[config.mk]
export PLATFORM = sky130hd
export DESIGN_NAME = labb_arbiter
export DESIGN_NICKNAME = d
export VERILOG_FILES = /design/src/rtl/labb_arbiter.sv
export SDC_FILE = /design/constraint.sdc
export NUM_CORES = 1
export LEC_CHECK = 0
export ABC_AREA = 1
export CAP_MARGIN = 20
export CELL_PAD_IN_SITES_DETAIL_PLACEMENT = 0
export CELL_PAD_IN_SITES_GLOBAL_PLACEMENT = 1
export CORE_MARGIN = 2
export CORE_UTILIZATION = 36
export DETAILED_ROUTE_END_ITERATION = 16
export PLACE_DENSITY_LB_ADDON = 0.1
export SKIP_LAST_GASP = 1
export SYNTH_ARGS = -nofsm -noshare
export SYNTH_HDL_FRONTEND = slang
export SYNTH_SLANG_ARGS = --single-unit
export TNS_END_PERCENT = 20
[constraint.sdc]
create_clock -name clk -period 3 [get_ports clk]
set_input_delay 0.9 -clock clk [delete_from_list [all_inputs] [get_ports clk]]
set_output_delay 0.9 -clock clk [all_outputs]
set_load 0.05 [all_outputs]
[src/rtl/labb_arbiter.sv]
// labb_arbiter: round-robin arbiter that lends one shared 2-to-4 decoder to
// two four-phase requesters. The granted code drives the decoder for HOLD
// cycles, and the decoder result is then captured and acknowledged.
module labb_arbiter #(
  parameter int HOLD = 1  // legal range 1..15
) (
  input  logic       clk,
  input  logic       rst_n,
  input  logic       req0,
  input  logic       req1,
  input  logic [1:0] code0,
  input  logic [1:0] code1,
  output logic       ack0,
  output logic       ack1,
  output logic [3:0] res,
  output logic       da,
  output logic       db,
  input  logic       dw,
  input  logic       dx,
  input  logic       dy,
  input  logic       dz,
  output logic       busy,
  output logic       gnt
);

  typedef enum logic [1:0] {IDLE = 2'd0, DRIVE = 2'd1, DONE = 2'd2} state_t;

  localparam logic [3:0] HOLD_LOAD = 4'(HOLD - 1);

  state_t     state;
  state_t     state_next;
  logic [3:0] cnt;
  logic       ptr;       // requester favoured when both ask at once
  logic       any_req;
  logic       win;       // requester that would be granted this edge
  logic       gnt_req;   // request line of the requester currently granted
  logic       grant_go;
  logic       cap_go;
  logic       rel_go;

  assign any_req = req0 | req1;
  assign win     = (req0 & req1) ? ptr : req1;
  assign gnt_req = gnt ? req1 : req0;

  // State register
  always_ff @(posedge clk or negedge rst_n) begin
    if (!rst_n) state <= IDLE;
    else        state <= state_next;
  end

  // Next-state logic
  always_comb begin
    state_next = state;
    case (state)
      IDLE:    if (any_req)   state_next = DRIVE;
      DRIVE:   if (cnt == '0) state_next = DONE;
      DONE:    if (!gnt_req)  state_next = IDLE;
      default:                state_next = IDLE;
    endcase
  end

  // Output and datapath strobes decoded from the current state
  always_comb begin
    busy     = (state != IDLE);
    grant_go = (state == IDLE)  && any_req;
    cap_go   = (state == DRIVE) && (cnt == '0);
    rel_go   = (state == DONE)  && !gnt_req;
  end

  // Registered datapath: grant latch, hold counter, result capture, acknowledge
  always_ff @(posedge clk or negedge rst_n) begin
    if (!rst_n) begin
      gnt  <= 1'b0;
      ptr  <= 1'b0;
      da   <= 1'b0;
      db   <= 1'b0;
      cnt  <= '0;
      res  <= '0;
      ack0 <= 1'b0;
      ack1 <= 1'b0;
    end else begin
      if (grant_go) begin
        gnt      <= win;
        ptr      <= ~win;
        {da, db} <= win ? code1 : code0;
        cnt      <= HOLD_LOAD;
      end
      if (state == DRIVE && cnt != '0) begin
        cnt <= cnt - 4'd1;
      end
      if (cap_go) begin
        res  <= {dw, dx, dy, dz};
        ack0 <= ~gnt;
        ack1 <= gnt;
      end
      if (rel_go) begin
        ack0 <= 1'b0;
        ack1 <= 1'b0;
        da   <= 1'b0;
        db   <= 1'b0;
      end
    end
  end

endmodule
==> impl_metrics.yaml <==
synthesis:
  synth_top_area_share: 0.491
  post_synth_main_area_contributors: "sky130_fd_sc_hd__dfrtp_1 (49%), sky130_fd_sc_hd__nand2_1 (19%), sky130_fd_sc_hd__nand3_1 (8.0%)"
  avgSynthCellArea_sq_um: 8.08
  synth_area_sq_um: 816
  synth_sequential_area_ratio: 0.491
  synth.distinct_cells: 17
  register_bit_total_from_synthesis: 16
  yosys.area.top_type: "sky130_fd_sc_hd__dfrtp_1"
  syn-instance-count: 101
  syn-num-nets: 115
  yosysWarnings: 0
die:
  initial_standard_cell_utilization_of_the_core: 0.376
  design.portCount: 22
  core_area_sq_um: 2170
  rows: 17
  design.die.area_sq_um: 2660
  floorplan.die.height_um: 51.6
  die_width_um: 51.6
hold_path:
  tightest_hold_check_type: "flop to flop"
  timing.hold.worst_path_depth: 2
  worst_hold_startpoint: "res[0]"
  hold-path-endpoint: "res[0]"
timing:
  max_clock_freq_mhz: 382
  final_hold_viol_count: 0
  timing_max_transition_violations_final: 0
  slew-limit-headroom: 0.511
  finalClockSkew_ps: 2.25
  worst_hold_slack_ps: 486
  worst_slew_pin_slew_ps: 731
  min_period_ps: 2620
  post-route-period-util: 0.874
  setup_violations: 0
  grt_setup_unrepaired: "no"
  tns_ps: 0
cts:
  numCtsBuffers: 3
  htree_num_levels: 1
  post-cts-setup-buffer-count: 0
  clock_path_buffers: 2
  ctsResizeCount: 0
  numClockSinks: 16
  ctsRootBufferMaster: "sky130_fd_sc_hd__clkbuf_4"
  clock_tree_from_tritoncts: "yes"
  worstSkewPairLatency_ps: 280
  total_of_hold_buffers_inserted_after_clock_tree_synthesis: 0
  path_clk_slew_ps: 90
setup_path:
  worst_setup_path_end_kind: "output port"
  reg2reg_setup_slack_ps: 1770
  crit_path_cell_trace: "inv_1 > nand2_1 > clkdlybuf4s50_1"
  worst_path_max_delay_cell: "sky130_fd_sc_hd__clkdlybuf4s50_1"
  critical_path.max_stage_delay_ps: 820
  critical_path.max_fanout: 3
  cp_data_required_time_ps: 2100
  category_of_the_most_critical_setup_path: "flop to output port"
  critPathLaunch: "state[1]"
  r2r_start: "cnt[0]"
  setup.worst_path.start_class: "flop"
  worst-r2r-cell-count: 7
  reg2reg_to: "cnt[0]"
  critPathArrivalTime_ps: 1720
placement:
  gp_congestion: 0.747
  dp_cells: 150
  dpl.hpwl_mm: 1.13
  port_buffers: 21
power_and_ir_drop:
  netSwitchingPower_uw: 642
  p_total_uw: 1300
  internal_power_uw: 655
  vdd_drop_max_v: 0.000546
  pwr-share-comb: 0.596
  clkPwrFrac: 0.107
  power.switching_fraction: 0.495
  power.density_nw_per_um2: 1180
  leakage_uw: 0.000565
  sequentialPowerShare: 0.296
outcome:
  outcome: "finished clean"
finish:
  mostFrequentLayoutCells: "sky130_fd_sc_hd__nand2_1 (42), sky130_fd_sc_hd__clkdlybuf4s50_1 (21), sky130_fd_sc_hd__dfrtp_1 (16), sky130_fd_sc_hd__nand3_1 (13), sky130_fd_sc_hd__inv_1 (11)"
  stdcell_count: 154
  final_common_cell: "sky130_fd_sc_hd__nand2_1"
  ratio_of_cells_with_drive_above_1_in_the_final_layout: 0.119
  antenna_cells_inserted: 0
  layout.nets: 141
  area.growth.synth_to_final_pct: 34.5
global_route:
  grt_residual_overflow: 0
  antenna_found_initial: 0
  grt_pass1_vias: 650
  grt.total_usage: 0.138
  maximum_number_of_pins_on_one_net_before_global_route_repair: 17
  wire_length_of_the_first_global_routing_pass_mm: 2.68
route:
  ant_nets: 0
  vias_per_cell: 4.44
  routedWlPerCell_um: 9.55
  wirelength_mm: 1.47
  via_count: 683
  dr.first_iter.drc_count: 10
  drt_pre_antenna_iters: 4
  drc_errors: 0
run:
  timing.max_cap.violations: 0
[power groups by stage]
| stage | clock (uW) | sequential (uW) | combinational [uW] |
|---|---|---|---|
| global route | 157 | 400 | 863 |
| CTS | 150 | 387 | 784 |
| floorplan | 0 | 587 | 365 |
| finish | 139 | 384 | 773 |
| global placement | 0 | 388 | 779 |
| detailed placement | 0 | 390 | 782 |
[metal layers]
| layer | global-route usage | vias up | part of all wire |
|---|---|---|---|
| met3 | 0.0603 | 2 | 0.056 |
| met4 | 0.0395 | 0 | 0.0054 |
| met5 | 0 | - | 0 |
| met2 | 0.216 | 17 | 0.44 |
| met1 | 0.172 | 301 | 0.50 |
| li1 | - | 363 | - |
[through the flow]
stage	worst slack, ps	instance area, sq um	util
global placement	698	1060	0.489
detailed placement	686	1060	0.489
floorplan	1250	816	-
finish	379	1100	0.506
CTS	357	1100	0.506
global route	306	1100	0.506
[cell type report]
class	instances	area, sq um
fillers	245	1070
flip-flops and latches	16	400
multi-input cells	71	358
repair buffers	21	210
inverters	14	57.6
clock buffers	4	36.3
well taps	28	35.0
[flip-flops by register name, indices dropped and copies added (netlist names)]
name / cells
gnt: 1
da: 1
ack0: 1
cnt: 4
ack1: 1
db: 1
ptr: 1
state: 2
res: 4
[Yosys cell counts (all sizes together)]
cell type  instances
inv               13
ha                 2
xor2               1
nor2               7
clkinv             1
nand3             15
o21ai              2
dfrtp             16
o21a               1
nand2             43
[worst max-delay path by stage]
stage                       to
after floorplan           busy
after global placement    busy
after detailed placement  busy
after CTS                 busy
after global routing      busy
final                     busy
[cells by family after synthesis]
kind of cell    synth area share
simple gates               0.371
flops                      0.491
buf+inv                   0.0706
compound gates            0.0261
fa+ha+maj                 0.0307
xor+xnor                  0.0107
[worst max-delay path, delay by kind of cell, from the launching register on]
| kind | cells | cell delay (ps) |
|---|---|---|
| buffers and inverters | 2 | 900 |
| DFF | 1 | 420 |
| and+or+nand+nor | 1 | 120 |
No activity file was read; power rests on OpenSTA's default activity.
